**src/rtl/ppu_pkg.sv**
```systemverilog
// Shared definitions for the PPU VRAM access port.
// Provides the CPU register indices that reach the VRAM port, the VRAM address width,
// the CPU-access FSM state type and the read-return ownership tag type.
package ppu_pkg;
   localparam int         VRAM_AW   = 14;

   localparam logic [2:0] PPUSTATUS = 3'd2;
   localparam logic [2:0] PPUADDR   = 3'd6;
   localparam logic [2:0] PPUDATA   = 3'd7;

   typedef enum logic [1:0] {
      IDLE,
      PEND,
      ISSUE
   } vram_state_t;

   typedef enum logic [1:0] {
      TAG_NONE,
      TAG_FETCH,
      TAG_CPU
   } ret_tag_t;
endpackage

```
**src/rtl/ppu_vram_addr_reg.sv**
```systemverilog
// VRAM address register (v), its high-byte staging register (t_hi) and the
// shared write latch (w).
// Ports:
//   clk, rst_n  clock, asynchronous active-low reset
//   status_rd   $2002 read this cycle: clears w
//   addr_wr     $2006 write this cycle; wdata carries the byte
//   inc_en      CPU access issued this cycle: step v
//   inc32       selects INC_LARGE instead of INC_SMALL
//   v           current VRAM address
module ppu_vram_addr_reg
   import ppu_pkg::*;
#(
   parameter int INC_SMALL = 1,
   parameter int INC_LARGE = 32,
   parameter int ADDR_W    = VRAM_AW
) (
   input  logic              clk,
   input  logic              rst_n,
   input  logic              status_rd,
   input  logic              addr_wr,
   input  logic [7:0]        wdata,
   input  logic              inc_en,
   input  logic              inc32,
   output logic [ADDR_W-1:0] v
);

   localparam logic [ADDR_W-1:0] STEP_SMALL = ADDR_W'(INC_SMALL);
   localparam logic [ADDR_W-1:0] STEP_LARGE = ADDR_W'(INC_LARGE);

   logic [ADDR_W-9:0] t_hi;
   logic              w;

   always_ff @(posedge clk or negedge rst_n) begin
      if (!rst_n) begin
         v    <= '0;
         t_hi <= '0;
         w    <= 1'b0;
      end else begin
         if (status_rd) begin
            w <= 1'b0;
         end else if (addr_wr) begin
            if (!w) begin
               t_hi <= wdata[ADDR_W-9:0];
               w    <= 1'b1;
            end else begin
               w    <= 1'b0;
            end
         end
         // A completing $2006 write overrides the post-access increment;
         // the sum wraps naturally at ADDR_W bits.
         if (addr_wr && w && !status_rd) begin
            v <= {t_hi, wdata};
         end else if (inc_en) begin
            v <= v + (inc32 ? STEP_LARGE : STEP_SMALL);
         end
      end
   end

endmodule

```
**src/rtl/ppu_vram_port.sv**
```systemverilog
// CPU $2006/$2007 engine and renderer-fetch arbiter in front of the PPU memory wrapper.
// Ports:
//   clk, rst_n                    clock, asynchronous active-low reset
//   cpu_sel/cpu_reg/cpu_rw/
//   cpu_wdata                     one-cycle CPU register access strobe and payload
//   cpu_rdata                     $2007 read result (delayed-read buffer contents)
//   inc32                         $2007 auto-increment select
//   cpu_busy                      a $2007 access is waiting for or using the bus
//   overrun                       sticky: a $2007 access arrived while busy
//   fetch_req/fetch_addr          renderer read request, strict bus priority
//   fetch_valid/fetch_data        renderer read return, one cycle after the request
//   mem_addr/mem_data/mem_rw/mem_q memory wrapper port, 1-cycle read latency
module ppu_vram_port
   import ppu_pkg::*;
#(
   parameter int INC_SMALL = 1,
   parameter int INC_LARGE = 32,
   parameter int ADDR_W    = VRAM_AW
) (
   input  logic              clk,
   input  logic              rst_n,
   input  logic              cpu_sel,
   input  logic [2:0]        cpu_reg,
   input  logic              cpu_rw,
   input  logic [7:0]        cpu_wdata,
   output logic [7:0]        cpu_rdata,
   input  logic              inc32,
   output logic              cpu_busy,
   output logic              overrun,
   input  logic              fetch_req,
   input  logic [ADDR_W-1:0] fetch_addr,
   output logic              fetch_valid,
   output logic [7:0]        fetch_data,
   output logic [ADDR_W-1:0] mem_addr,
   output logic [7:0]        mem_data,
   output logic              mem_rw,
   input  logic [7:0]        mem_q
);

   vram_state_t       state, state_nxt, phase;
   ret_tag_t          tag, tag_nxt;
   logic [ADDR_W-1:0] v;
   logic [ADDR_W-1:0] req_addr;
   logic [7:0]        req_wdata;
   logic              req_rw;
   logic [7:0]        rd_buf;
   logic              acc_status, acc_addr_wr, acc_data;
   logic              post, drop, issue;

   assign acc_status  = cpu_sel && (cpu_reg == PPUSTATUS) && !cpu_rw;
   assign acc_addr_wr = cpu_sel && (cpu_reg == PPUADDR) && cpu_rw;
   assign acc_data    = cpu_sel && (cpu_reg == PPUDATA);

   assign cpu_busy = (state != IDLE);
   assign post     = acc_data && !cpu_busy;
   assign drop     = acc_data && cpu_busy;

   assign fetch_valid = (tag == TAG_FETCH);
   assign fetch_data  = mem_q;

   ppu_vram_addr_reg #(
      .INC_SMALL (INC_SMALL),
      .INC_LARGE (INC_LARGE),
      .ADDR_W    (ADDR_W)
   ) u_addr_reg (
      .clk       (clk),
      .rst_n     (rst_n),
      .status_rd (acc_status),
      .addr_wr   (acc_addr_wr),
      .wdata     (cpu_wdata),
      .inc_en    (issue),
      .inc32     (inc32),
      .v         (v)
   );

   // A pending request becomes the ISSUE phase in the same cycle the renderer
   // leaves the bus free, so the earliest issue is the cycle after the post.
   always_comb begin
      state_nxt = state;
      phase     = state;
      tag_nxt   = TAG_NONE;
      issue     = 1'b0;
      mem_addr  = v;
      mem_rw    = 1'b0;
      mem_data  = '0;

      if (state == PEND && !fetch_req) begin
         phase = ISSUE;
      end

      if (fetch_req) begin
         mem_addr = fetch_addr;
         tag_nxt  = TAG_FETCH;
      end

      case (phase)
         IDLE: begin
            if (post) begin
               state_nxt = PEND;
            end
         end
         PEND: begin
            state_nxt = PEND;
         end
         ISSUE: begin
            issue     = 1'b1;
            mem_addr  = req_addr;
            mem_rw    = req_rw;
            mem_data  = req_rw ? req_wdata : 8'h00;
            tag_nxt   = req_rw ? TAG_NONE : TAG_CPU;
            state_nxt = IDLE;
         end
         default: begin
            state_nxt = IDLE;
         end
      endcase
   end

   always_ff @(posedge clk or negedge rst_n) begin
      if (!rst_n) begin
         state     <= IDLE;
         tag       <= TAG_NONE;
         rd_buf    <= '0;
         cpu_rdata <= '0;
         overrun   <= 1'b0;
         req_rw    <= 1'b0;
         req_wdata <= '0;
         req_addr  <= '0;
      end else begin
         state <= state_nxt;
         tag   <= tag_nxt;
         if (tag == TAG_CPU) begin
            rd_buf <= mem_q;
         end
         // $2007 reads return the buffer as it stood before this access.
         if (acc_data && !cpu_rw) begin
            cpu_rdata <= rd_buf;
         end
         if (drop) begin
            overrun <= 1'b1;
         end
         if (post) begin
            req_rw    <= cpu_rw;
            req_wdata <= cpu_wdata;
            req_addr  <= v;
         end
      end
   end

endmodule

```
**config.mk**
```make
export PLATFORM = sky130hd
export DESIGN_NAME = ppu_vram_port
export DESIGN_NICKNAME = d
export VERILOG_FILES = /design/src/rtl/ppu_pkg.sv /design/src/rtl/ppu_vram_addr_reg.sv /design/src/rtl/ppu_vram_port.sv
export SDC_FILE = /design/constraint.sdc
export NUM_CORES = 1
export LEC_CHECK = 0
export BUFFER_PORTS_ARGS = -buffer_cell sky130_fd_sc_hd__buf_4
export CORE_AREA = 8 8 112 73
export CTS_BUF_LIST = sky130_fd_sc_hd__clkbuf_4 sky130_fd_sc_hd__clkbuf_8
export DETAILED_ROUTE_END_ITERATION = 7
export DIE_AREA = 0 0 120 81
export GPL_TIMING_DRIVEN = 0
export PLACE_DENSITY = 0.75
export SYNTH_ARGS = -nofsm -noshare
export SYNTH_HDL_FRONTEND = slang
export SYNTH_SLANG_ARGS = --single-unit
```
**constraint.sdc**
```tcl
create_clock -name clk -period 3.5 [get_ports clk]
set_input_delay 0.35 -clock clk [delete_from_list [all_inputs] [get_ports clk]]
set_output_delay 0.35 -clock clk [all_outputs]
set_load 0.005 [all_outputs]
```
==> impl_metrics.env, run 1 <==
export IMPL_synthTopCellsByArea="dfrtp_1 51%, mux2_2 16%, mux2i_1 4.5%"
export IMPL_crit_fanout=10
export IMPL_clk_latency_ns=0.33
export IMPL_ios=81
export IMPL_maxSlewViolCount=0
export IMPL_dr_pass1_iters=4
export IMPL_syn_nets=323
export IMPL_dp_hpwl_um=5880
export IMPL_crit_chain="buf_2, buf_2, mux2i_1, o21ai_0, buf_4"
export IMPL_syn_area_per_cell_um2=11.2
export IMPL_rows=23
export IMPL_post_cts_buffers=0
export IMPL_nFillCells=547
export IMPL_yosysSeqAreaShare_pct=50.9
export IMPL_synth_seq_cells=64
export IMPL_ir_drop_mv=0.225
export IMPL_cts_tree="yes"
export IMPL_antenna_cells_inserted=0
export IMPL_crit_buf_inv=3
export IMPL_area_growth_syn_to_layout_pct=28.6
export IMPL_tightest_slew_ns=0.796
export IMPL_multi_input_area_mm2=0.00141
export IMPL_crit_top_cell="buf_2"
export IMPL_cp_end_kind="output pin"
export IMPL_cts_buffers=9
export IMPL_yosysWarnings=0
export IMPL_relSlewSlack_pct=47.0
export IMPL_gp_congestion=0.791
export IMPL_clock_sinks=64
export IMPL_synth_most_common_cell="dfrtp_1"
export IMPL_path_class="register to output pin"
export IMPL_fin_nets=414
export IMPL_path_delay_family="buffers and inverters"
export IMPL_register_area_mm2=0.00160
export IMPL_clockRootBuffer="clkbuf_8"
export IMPL_grt_pass1_wl_um=12600
export IMPL_yosysTopAreaCellShare_pct=50.9
export IMPL_async_flop_share_pct=100
export IMPL_start_util_pct=48.6
export IMPL_grt_setup_unrepaired="false"
export IMPL_holdWs_ns=0.0977
export IMPL_ys_types=37
export IMPL_die_area_mm2=0.00972
export IMPL_fin_crit_sh_pct=64.9
export IMPL_start_kind="register"
export IMPL_cts_resized=0
export IMPL_wl_per_cell_um=16.8
export IMPL_fin_util_pct=62.5
export IMPL_skew_ns=0.00771
export IMPL_finalHoldViolations=0
export IMPL_fp_dieH_um=81
export IMPL_crit_required_ns=3.15
export IMPL_cts_reportedPaths_clkPinSlew_ns=0.06
export IMPL_synthTopCellsByCount="64 x dfrtp_1, 45 x mux2_2, 31 x nand2_1"
export IMPL_outcome="finished clean"
export IMPL_core_area_mm2=0.00647
export IMPL_setup_viol=0
export IMPL_drt_initial_drc_count=181
export IMPL_first_global_vias=2452
export IMPL_overflow=0
export IMPL_ant_nets=0
export IMPL_period_minus_slack_ns=2.27
export IMPL_drc=0
export IMPL_drive_above_1_share_pct=42.6
export IMPL_grt_usage_pct=16.5
export IMPL_routed_wl_um=7760
export IMPL_worstHoldPathType="input port to async pin"
export IMPL_critical_path_max_stage_delay_ns=0.38
export IMPL_cap_viol_max_count=0
export IMPL_setup_tns_final_ns=0
export IMPL_timing_fmax_mhz=440
export IMPL_hold_buffers=0
export IMPL_antenna_found_initial=0
export IMPL_h_tree_depth=3
export IMPL_yosys_most_used_dff="dfrtp_1"
export IMPL_synth_edff_count=0
export IMPL_power_density_mw_per_mm2=599
export IMPL_cts_path_max_buffers=2
export IMPL_grt_max_degree=65
export IMPL_via_per_inst=5.19
export IMPL_slowest_stage="dfrtp_1"
export IMPL_synthesis_area_mm2=0.00315
export IMPL_p_leak_uw=0.00192
export IMPL_synthCells=281
export IMPL_io_buffers=80
export IMPL_worstPathArrival_ns=1.92
export IMPL_die_x_um=120
export IMPL_synth_top_area_cell="dfrtp_1"
export IMPL_vias=2404
-- flip-flops by register name, summed over array words and instances (netlist names), 2 cells and up --
name and cells:
req_addr 14, tag 2, u_addr_reg.v 14, rd_buf 8, req_wdata 8, cpu_rdata 8
u_addr_reg.t_hi 6
-- layer usage --
| metal | GRT usage, % | share of wire, % | vias up |
|---|---|---|---|
| met5 | 0 | 0 | - |
| met1 | 22.3 | 46 | 1132 |
| met4 | 3.84 | 0.98 | 0 |
| li1 | - | - | 1175 |
| met3 | 8.24 | 11 | 6 |
| met2 | 23.2 | 42 | 91 |
-- final cells by class --
cell class	instances	area share [%]
clock buffers	11	3.59
flip-flops and latches	64	39.6
clock inverters	4	1.11
well taps	87	2.69
multi-input cells	191	34.7
plain buffers	23	3.18
inverters	3	0.278
repair buffers	80	14.8
-- cells by family (layout without fill, tap and decap cells) --
kind of cell / count (synthesis) / after routing / share of synthesized area (%)
AOI/OAI and AO/OA: 40 / 40 / 8.11
DFF: 64 / 64 / 50.9
buffers and inverters: 26 / 121 / 4.45
xor gates and xnor gates: 4 / 4 / 1.11
and+or+nand+nor: 85 / 85 / 13.7
muxes: 59 / 59 / 20.5
adders and majority gates: 3 / 3 / 1.19
-- layout by cell type, fill, tap and decap left out, types with 3 or more instances in the layout --
| master | count |
|---|---|
| nand2_1 | 31 |
| dfrtp_1 | 64 |
| buf_2 | 4 |
| xor2_1 | 3 |
| clkbuf_8 | 10 |
| mux2_2 | 45 |
| nor2b_1 | 6 |
| o21ai_0 | 24 |
| and3_1 | 10 |
| clkinv_2 | 3 |
| a31oi_1 | 7 |
| inv_1 | 3 |
| buf_4 | 90 |
| nand3_1 | 6 |
| nand4_1 | 3 |
| or3_1 | 5 |
| clkbuf_1 | 9 |
| ha_1 | 3 |
| nor2_1 | 11 |
| mux2i_1 | 14 |
-- final timing paths --
path | startpoint | to | slack [ns] | cells after the start
worst min-delay path | rst_n | cpu_rdata[1] | 0.1 | 1
max in group asynchronous | rst_n | tag[1] | 2.88 | 1
worst min register to register | overrun | overrun | 0.48 | 1
worst max register to register | u_addr_reg.v[5] | u_addr_reg.v[13] | 1.64 | 5
min in group clk | cpu_wdata[2] | u_addr_reg.v[2] | 0.25 | 3
worst max-delay path | state[0] | mem_addr[8] | 1.23 | 5
-- per-stage QoR --
stage	area, um2	total power [uW]	instances	worst slack [ns]
6_report	4050	2420	463	1.23
2_1_floorplan	3150	1530	281	1.84
3_3_place_gp	3860	1790	448	1.60
4_1_cts	4050	2450	463	1.22
3_5_place_dp	3860	1830	448	1.59
5_1_grt	4050	2590	463	1.10
-- worst reg2reg max path, stage by stage (launching register included) --
cell	delay [ns]
dfrtp_1	0.43
ha_1	0.33
and4_4	0.26
a41oi_4	0.18
or3_1	0.39
a31oi_1	0.18
-- report_power, final --
| part | total (uW) | switching, uW | internal [uW] |
|---|---|---|---|
| registers | 1200 | 212 | 992 |
| logic | 611 | 247 | 365 |
| clock network | 608 | 260 | 348 |
| total | 2420 | 718 | 1700 |
No activity file was read; power rests on OpenSTA's default activity.
==> run 2: changes to the inputs <==
--- a/config.mk
+++ b/config.mk
@@ -6,12 +6,12 @@
 export NUM_CORES = 1
 export LEC_CHECK = 0
 export BUFFER_PORTS_ARGS = -buffer_cell sky130_fd_sc_hd__buf_4
-export CORE_AREA = 8 8 112 73
+export CORE_AREA = 8 8 113 74
 export CTS_BUF_LIST = sky130_fd_sc_hd__clkbuf_4 sky130_fd_sc_hd__clkbuf_8
 export DETAILED_ROUTE_END_ITERATION = 7
-export DIE_AREA = 0 0 120 81
+export DIE_AREA = 0 0 121 82
 export GPL_TIMING_DRIVEN = 0
-export PLACE_DENSITY = 0.75
+export PLACE_DENSITY = 0.77
 export SYNTH_ARGS = -nofsm -noshare
 export SYNTH_HDL_FRONTEND = slang
 export SYNTH_SLANG_ARGS = --single-unit
==> constraint.sdc (replaced) <==
create_clock -name clk -period 1.9 [get_ports clk]
set_input_delay 0.19 -clock clk [delete_from_list [all_inputs] [get_ports clk]]
set_output_delay 0.19 -clock clk [all_outputs]
set_load 0.005 [all_outputs]
==> run 2 against run 1 <==
Against the previous run:
- largest power group unchanged
- register-to-register slack worse by 1.6 ns
- critical path type is now register to register
- combinational power rose by 88%
- routed wire length is 0.71% higher
- sequential share of layout area fell by 1.0 points
==> impl_metrics.env, run 2 (synthesis results as in run 1) <==
export IMPL_fin_util_pct=61.0
export IMPL_grt_max_degree=65
export IMPL_grtUsageMet2_pct=25.8
export IMPL_final_cell_area_mm2=0.00416
export IMPL_grt_pass1_wl_um=12700
export IMPL_critical_path_max_stage_delay_ns=0.45
export IMPL_fin_nets=416
export IMPL_placed_area_mm2=0.00386
export IMPL_io_buffers=80
export IMPL_final_cell_mix="92 x buf_4, 64 x dfrtp_1, 45 x mux2_2, 31 x nand2_1, 24 x o21ai_0"
export IMPL_min_path_cells=3
export IMPL_overflow=0
export IMPL_min_from="cpu_wdata[5]"
export IMPL_dp_hpwl_um=5920
export IMPL_rows=24
export IMPL_cp_end_kind="register"
export IMPL_use_met1_pct=21.4
export IMPL_die_x_um=121
export IMPL_ir_drop_mv=0.523
export IMPL_worst_r2r_cell_count=5
export IMPL_vias=2458
export IMPL_worstHoldPathType="input port to register"
export IMPL_seqPwrFrac_pct=46.2
export IMPL_path_class="register to register"
export IMPL_area_growth_syn_to_layout_pct=32.0
export IMPL_crit_chain="ha_4, and4_4, a41oi_4, or3_1, a31oi_1"
export IMPL_first_global_vias=2513
export IMPL_placedCellCount=452
export IMPL_slowest_stage="dfrtp_1"
export IMPL_routed_wl_um=7810
export IMPL_crit_required_ns=2.16
export IMPL_final_common_cell="buf_4"
export IMPL_multi_input_area_mm2=0.00142
export IMPL_cap_viol_max_count=0
export IMPL_drive_above_1_share_pct=43.3
export IMPL_power_density_mw_per_mm2=1140
export IMPL_grt_most_used_layer="met2"
export IMPL_pwr_share_clk_pct=29.7
export IMPL_period_minus_slack_ns=1.83
export IMPL_dr_pass1_iters=4
export IMPL_start_util_pct=46.2
export IMPL_clockRootBuffer="clkbuf_8"
export IMPL_finalHoldViolations=0
export IMPL_tightest_slew_ns=0.799
export IMPL_start_kind="register"
export IMPL_pwr_share_comb_pct=24.1
export IMPL_setup_viol=0
export IMPL_antenna_cells_inserted=0
export IMPL_register_area_mm2=0.00160
export IMPL_clk_latency_ns=0.34
export IMPL_via_per_inst=5.23
export IMPL_skew_ns=0.00916
export IMPL_maxSlewViolCount=0
export IMPL_internal_power_uw=3390
export IMPL_hold_end="u_addr_reg.v[5]"
export IMPL_ios=81
export IMPL_p_leak_uw=0.00195
export IMPL_cts_reportedPaths_clkPinSlew_ns=0.07
export IMPL_ant_nets=0
export IMPL_relSlewSlack_pct=46.7
export IMPL_p_sw_share_pct=28.7
export IMPL_timing_fmax_mhz=546
export IMPL_gp_congestion=0.768
export IMPL_drt_initial_drc_count=163
export IMPL_reg2reg_from="u_addr_reg.v[5]"
export IMPL_r2r_setup_slack_ns=0.07
export IMPL_timing_rr_end="u_addr_reg.v[13]"
export IMPL_holdWs_ns=0.0760
export IMPL_cts_path_max_buffers=2
export IMPL_final_cells=470
export IMPL_cts_buffers=9
export IMPL_p_switching_uw=1370
export IMPL_cts_tree="yes"
export IMPL_clock_sinks=64
export IMPL_global_route_usage_met3_pct=6.18
export IMPL_fp_dieH_um=82
export IMPL_outcome="finished clean"
export IMPL_crit_fanout=8
export IMPL_fin_crit_sh_pct=96.5
export IMPL_worstPathArrival_ns=2.09
export IMPL_drc=0
export IMPL_die_area_mm2=0.00992
export IMPL_nFillCells=570
export IMPL_wl_per_cell_um=16.6
export IMPL_antenna_found_initial=0
export IMPL_grt_usage_pct=16.4
export IMPL_core_area_mm2=0.00682
export IMPL_largestRegisters="req_addr: 14 flops, u_addr_reg.v: 14 flops"
export IMPL_h_tree_depth=3
run 2: changes by cell type in the layout (fill, tap and decap cells not counted), sizes merged:
| cell | before | now |
|---|---|---|
| clkinvlp | 0 | 1 |
| clkbuf | 20 | 18 |
| dlygate4sd3 | 0 | 1 |
| buf | 94 | 95 |
| bufinv | 1 | 3 |
run 2: power groups by stage:
stage	clock [uW]	combinational [uW]	sequential (uW)
after global routing	1530	1270	2260
after detailed placement	0	1140	2210
after global placement	0	1100	2180
after floorplan	0	700	2110
final	1410	1150	2200
after CTS	1450	1150	2180
run 2: repair_timing:
item                                    4_1_cts  5_1_grt
gates cloned                                  0        0
setup buffers                                 0        1
resized for setup                             3        7
endpoints found under the hold margin        64        0
endpoints found under the setup margin       17       20
hold buffers                                  1        0
run 2: layout make-up:
type | count | share of cell area (%)
clock inverter | 7 | 2.89
clock buffer | 9 | 2.98
buffer | 23 | 3.55
timing repair buffer | 82 | 14.9
tap | 91 | 2.74
sequential | 64 | 38.5
inverter | 3 | 0.271
multi-input combinational | 191 | 34.1
run 2: per-layer routing:
metal | vias to the layer above | wire [um]
met5 | - | 0
met3 | 2 | 433
met4 | 0 | 11
met1 | 1218 | 3800
li1 | 1181 | -
met2 | 57 | 3570
run 2: how the worst max path moves through the flow:
| stage | start | endpoint | slack [ns] | cells past startpoint |
|---|---|---|---|---|
| floorplan | u_addr_reg.v[5] | u_addr_reg.v[13] | 0.24 | 5 |
| global placement | u_addr_reg.v[5] | u_addr_reg.v[13] | 0.14 | 5 |
| detailed placement | u_addr_reg.v[5] | u_addr_reg.v[13] | 0.06 | 5 |
| CTS | state[0] | mem_addr[10] | 0.03 | 5 |
| global route | u_addr_reg.v[5] | u_addr_reg.v[13] | -0.004 | 5 |
| finish | u_addr_reg.v[5] | u_addr_reg.v[13] | 0.07 | 5 |
run 2: critical path, delay by kind of cell (launching register included):
family          cells  cell delay [ns]
flops               1             0.45
compound gates      2             0.34
simple gates        2             0.66
fa+ha+maj           1             0.31
run 2: per-stage QoR:
stage               setup TNS, ns  power, uW  setup slack, ns
finish                          0       4750           0.0672
global route             -0.00356       5060         -0.00356
CTS                             0       4780           0.0284
detailed placement              0       3350           0.0606
global placement                0       3270            0.138
floorplan                       0       2810            0.241
==> run 3: changes to the inputs <==
--- a/config.mk
+++ b/config.mk
@@ -6,12 +6,12 @@
 export NUM_CORES = 1
 export LEC_CHECK = 0
 export BUFFER_PORTS_ARGS = -buffer_cell sky130_fd_sc_hd__buf_4
-export CORE_AREA = 8 8 113 74
+export CORE_AREA = 3 3 107 68
 export CTS_BUF_LIST = sky130_fd_sc_hd__clkbuf_4 sky130_fd_sc_hd__clkbuf_8
 export DETAILED_ROUTE_END_ITERATION = 7
-export DIE_AREA = 0 0 121 82
+export DIE_AREA = 0 0 110 71
 export GPL_TIMING_DRIVEN = 0
-export PLACE_DENSITY = 0.77
+export PLACE_DENSITY = 0.75
 export SYNTH_ARGS = -nofsm -noshare
 export SYNTH_HDL_FRONTEND = slang
 export SYNTH_SLANG_ARGS = --single-unit
==> constraint.sdc (replaced) <==
create_clock -name clk -period 2.18 [get_ports clk]
set_input_delay 0.218 -clock clk [delete_from_list [all_inputs] [get_ports clk]]
set_output_delay 0.218 -clock clk [all_outputs]
set_load 0.005 [all_outputs]
==> run 3 against run 2 <==
Against the previous run:
- total power fell by 13%
- register-to-register slack better by 0.27 ns
- clock skew shrank 0.0010 ns
- final cell count is 1.3% lower
- combinational power decreased by 15%
- non-clock buffer count down 1
- critical endpoint is now mem_addr[8]
==> impl_metrics.env, run 3 (synthesis results as in run 1) <==
export IMPL_outcome="finished clean"
export IMPL_drc=0
export IMPL_fin_crit_sh_pct=92.7
export IMPL_antenna_cells_inserted=0
export IMPL_cp_end_kind="output pin"
export IMPL_grt_most_used_layer="met1"
export IMPL_core_area_mm2=0.00647
export IMPL_area_growth_syn_to_layout_pct=30.5
export IMPL_grt_setup_unrepaired="false"
export IMPL_final_cell_mix="91 x buf_4, 64 x dfrtp_1, 45 x mux2_2, 31 x nand2_1, 24 x o21ai_0"
export IMPL_p_total_uw=4120
export IMPL_use_met1_pct=31.6
export IMPL_ios=81
export IMPL_grt_pass1_wl_um=11800
export IMPL_cts_buffers=9
export IMPL_io_buffers=80
export IMPL_tightest_slew_ns=0.809
export IMPL_holdWs_ns=0.123
export IMPL_pwr_share_clk_pct=29.0
export IMPL_rows=23
export IMPL_post_place_ws_ns=0.362
export IMPL_fin_util_pct=63.5
export IMPL_path_class="register to output pin"
export IMPL_clock_sinks=64
export IMPL_period_minus_slack_ns=2.02
export IMPL_dp_hpwl_um=5460
export IMPL_ir_drop_mv=0.428
export IMPL_cp_endpoint="mem_addr[8]"
export IMPL_grt_max_degree=65
export IMPL_first_global_vias=2281
export IMPL_fp_dieH_um=71
export IMPL_maxSlewViolCount=0
export IMPL_drive_above_1_share_pct=42.4
export IMPL_setup_viol=0
export IMPL_h_tree_depth=3
export IMPL_die_x_um=110
export IMPL_global_route_usage_met3_pct=5.10
export IMPL_reg2reg_from="u_addr_reg.v[5]"
export IMPL_crit_required_ns=1.96
export IMPL_overflow=0
export IMPL_timing_fmax_mhz=495
export IMPL_vias=2431
export IMPL_p_sw_share_pct=28.6
export IMPL_dr_pass1_iters=4
export IMPL_cts_path_max_buffers=2
export IMPL_die_area_mm2=0.00781
export IMPL_start_util_pct=48.6
export IMPL_cts_tree="yes"
export IMPL_r2r_setup_slack_ns=0.34
export IMPL_drt_initial_drc_count=170
export IMPL_relSlewSlack_pct=46.1
export IMPL_fin_nets=415
export IMPL_worstHoldPathType="input port to register"
export IMPL_start_kind="register"
export IMPL_p_leak_uw=0.00194
export IMPL_cap_viol_max_count=0
export IMPL_setup_tns_final_ns=0
export IMPL_pwr_share_comb_pct=23.7
export IMPL_grtUsageMet2_pct=27.3
export IMPL_crit_fanout=10
export IMPL_via_per_inst=5.24
export IMPL_finalHoldViolations=0
export IMPL_internal_power_uw=2940
export IMPL_gp_congestion=0.787
export IMPL_timing_rr_end="u_addr_reg.v[13]"
export IMPL_antenna_found_initial=0
export IMPL_p_switching_uw=1180
export IMPL_layout_setup_ws_ns=0.159
export IMPL_crit_start="state[0]"
export IMPL_grt_usage_pct=19.9
export IMPL_seqPwrFrac_pct=47.3
export IMPL_power_density_mw_per_mm2=1000
export IMPL_worst_r2r_cell_count=5
export IMPL_routed_wl_um=7400
export IMPL_wl_per_cell_um=16.0
export IMPL_largestRegisters="req_addr: 14 flops, u_addr_reg.v: 14 flops"
export IMPL_final_common_cell="buf_4"
export IMPL_clockRootBuffer="clkbuf_8"
export IMPL_ant_nets=0
export IMPL_skew_ns=0.00813
export IMPL_cts_reportedPaths_clkPinSlew_ns=0.07
export IMPL_clk_latency_ns=0.33
export IMPL_worstPathArrival_ns=1.80
run 3: changes by cell type in the layout (fill, tap and decap cells not counted):
cell | before | now
clkinv_2 | 1 | 0
clkinvlp_4 | 1 | 0
buf_2 | 1 | 3
bufinv_16 | 3 | 2
clkbuf_1 | 8 | 9
ha_4 | 1 | 0
clkbuf_4 | 1 | 0
clkinv_4 | 2 | 0
buf_6 | 2 | 0
buf_4 | 92 | 91
ha_1 | 2 | 3
clkbuf_8 | 9 | 13
run 3: power by group through the flow:
stage               clock [uW]  combinational, uW  sequential [uW]
floorplan                    0                610             1840
global placement             0                951             1920
detailed placement           0                981             1960
CTS                       1220                986             1940
global route              1280               1090             2000
finish                    1200                974             1950
run 3: worst min-delay path by stage:
| stage | from | to | depth (start not counted) |
|---|---|---|---|
| floorplan | rst_n | cpu_rdata[0] | 0 |
| global placement | rst_n | cpu_rdata[5] | 1 |
| detailed placement | rst_n | cpu_rdata[5] | 1 |
| CTS | mem_q[3] | rd_buf[3] | 2 |
| global route | cpu_wdata[5] | u_addr_reg.v[5] | 3 |
| finish | mem_q[3] | rd_buf[3] | 2 |
run 3: metrics by stage:
stage,cells,instance area [um2]
after global placement,448,3860
after CTS,464,4110
final,464,4110
after global routing,464,4110
after detailed placement,448,3860
after floorplan,281,3150
run 3: layer usage:
metal,vias up,part of all wire (%)
met5,-,0
met4,0,0.58
met3,4,6.7
met2,84,42
met1,1169,51
li1,1174,-
run 3: cell type report:
| cell class | instances | area, um2 |
|---|---|---|
| Clock buffer | 13 | 179 |
| Sequential cell | 64 | 1600 |
| Buffer | 23 | 131 |
| Clock inverter | 2 | 60.1 |
| Inverter | 3 | 11.3 |
| Tap cell | 87 | 109 |
| Multi-Input combinational cell | 191 | 1410 |
| Timing Repair Buffer | 81 | 611 |
| Fill cell | 547 | 2370 |
run 3: timing repair:
item	CTS	global route
endpoints found under the hold margin	9	0
gates resized for setup	0	2
endpoints found under the setup margin	0	6
setup buffers	0	0
hold buffers	1	0
run 3: worst max-delay path, cell delays in order, from the launching register on:
cell and delay, ns:
dfrtp_1 0.39, buf_2 0.30, buf_4 0.29, mux2i_1 0.23, o21ai_0 0.10, buf_4 0.16
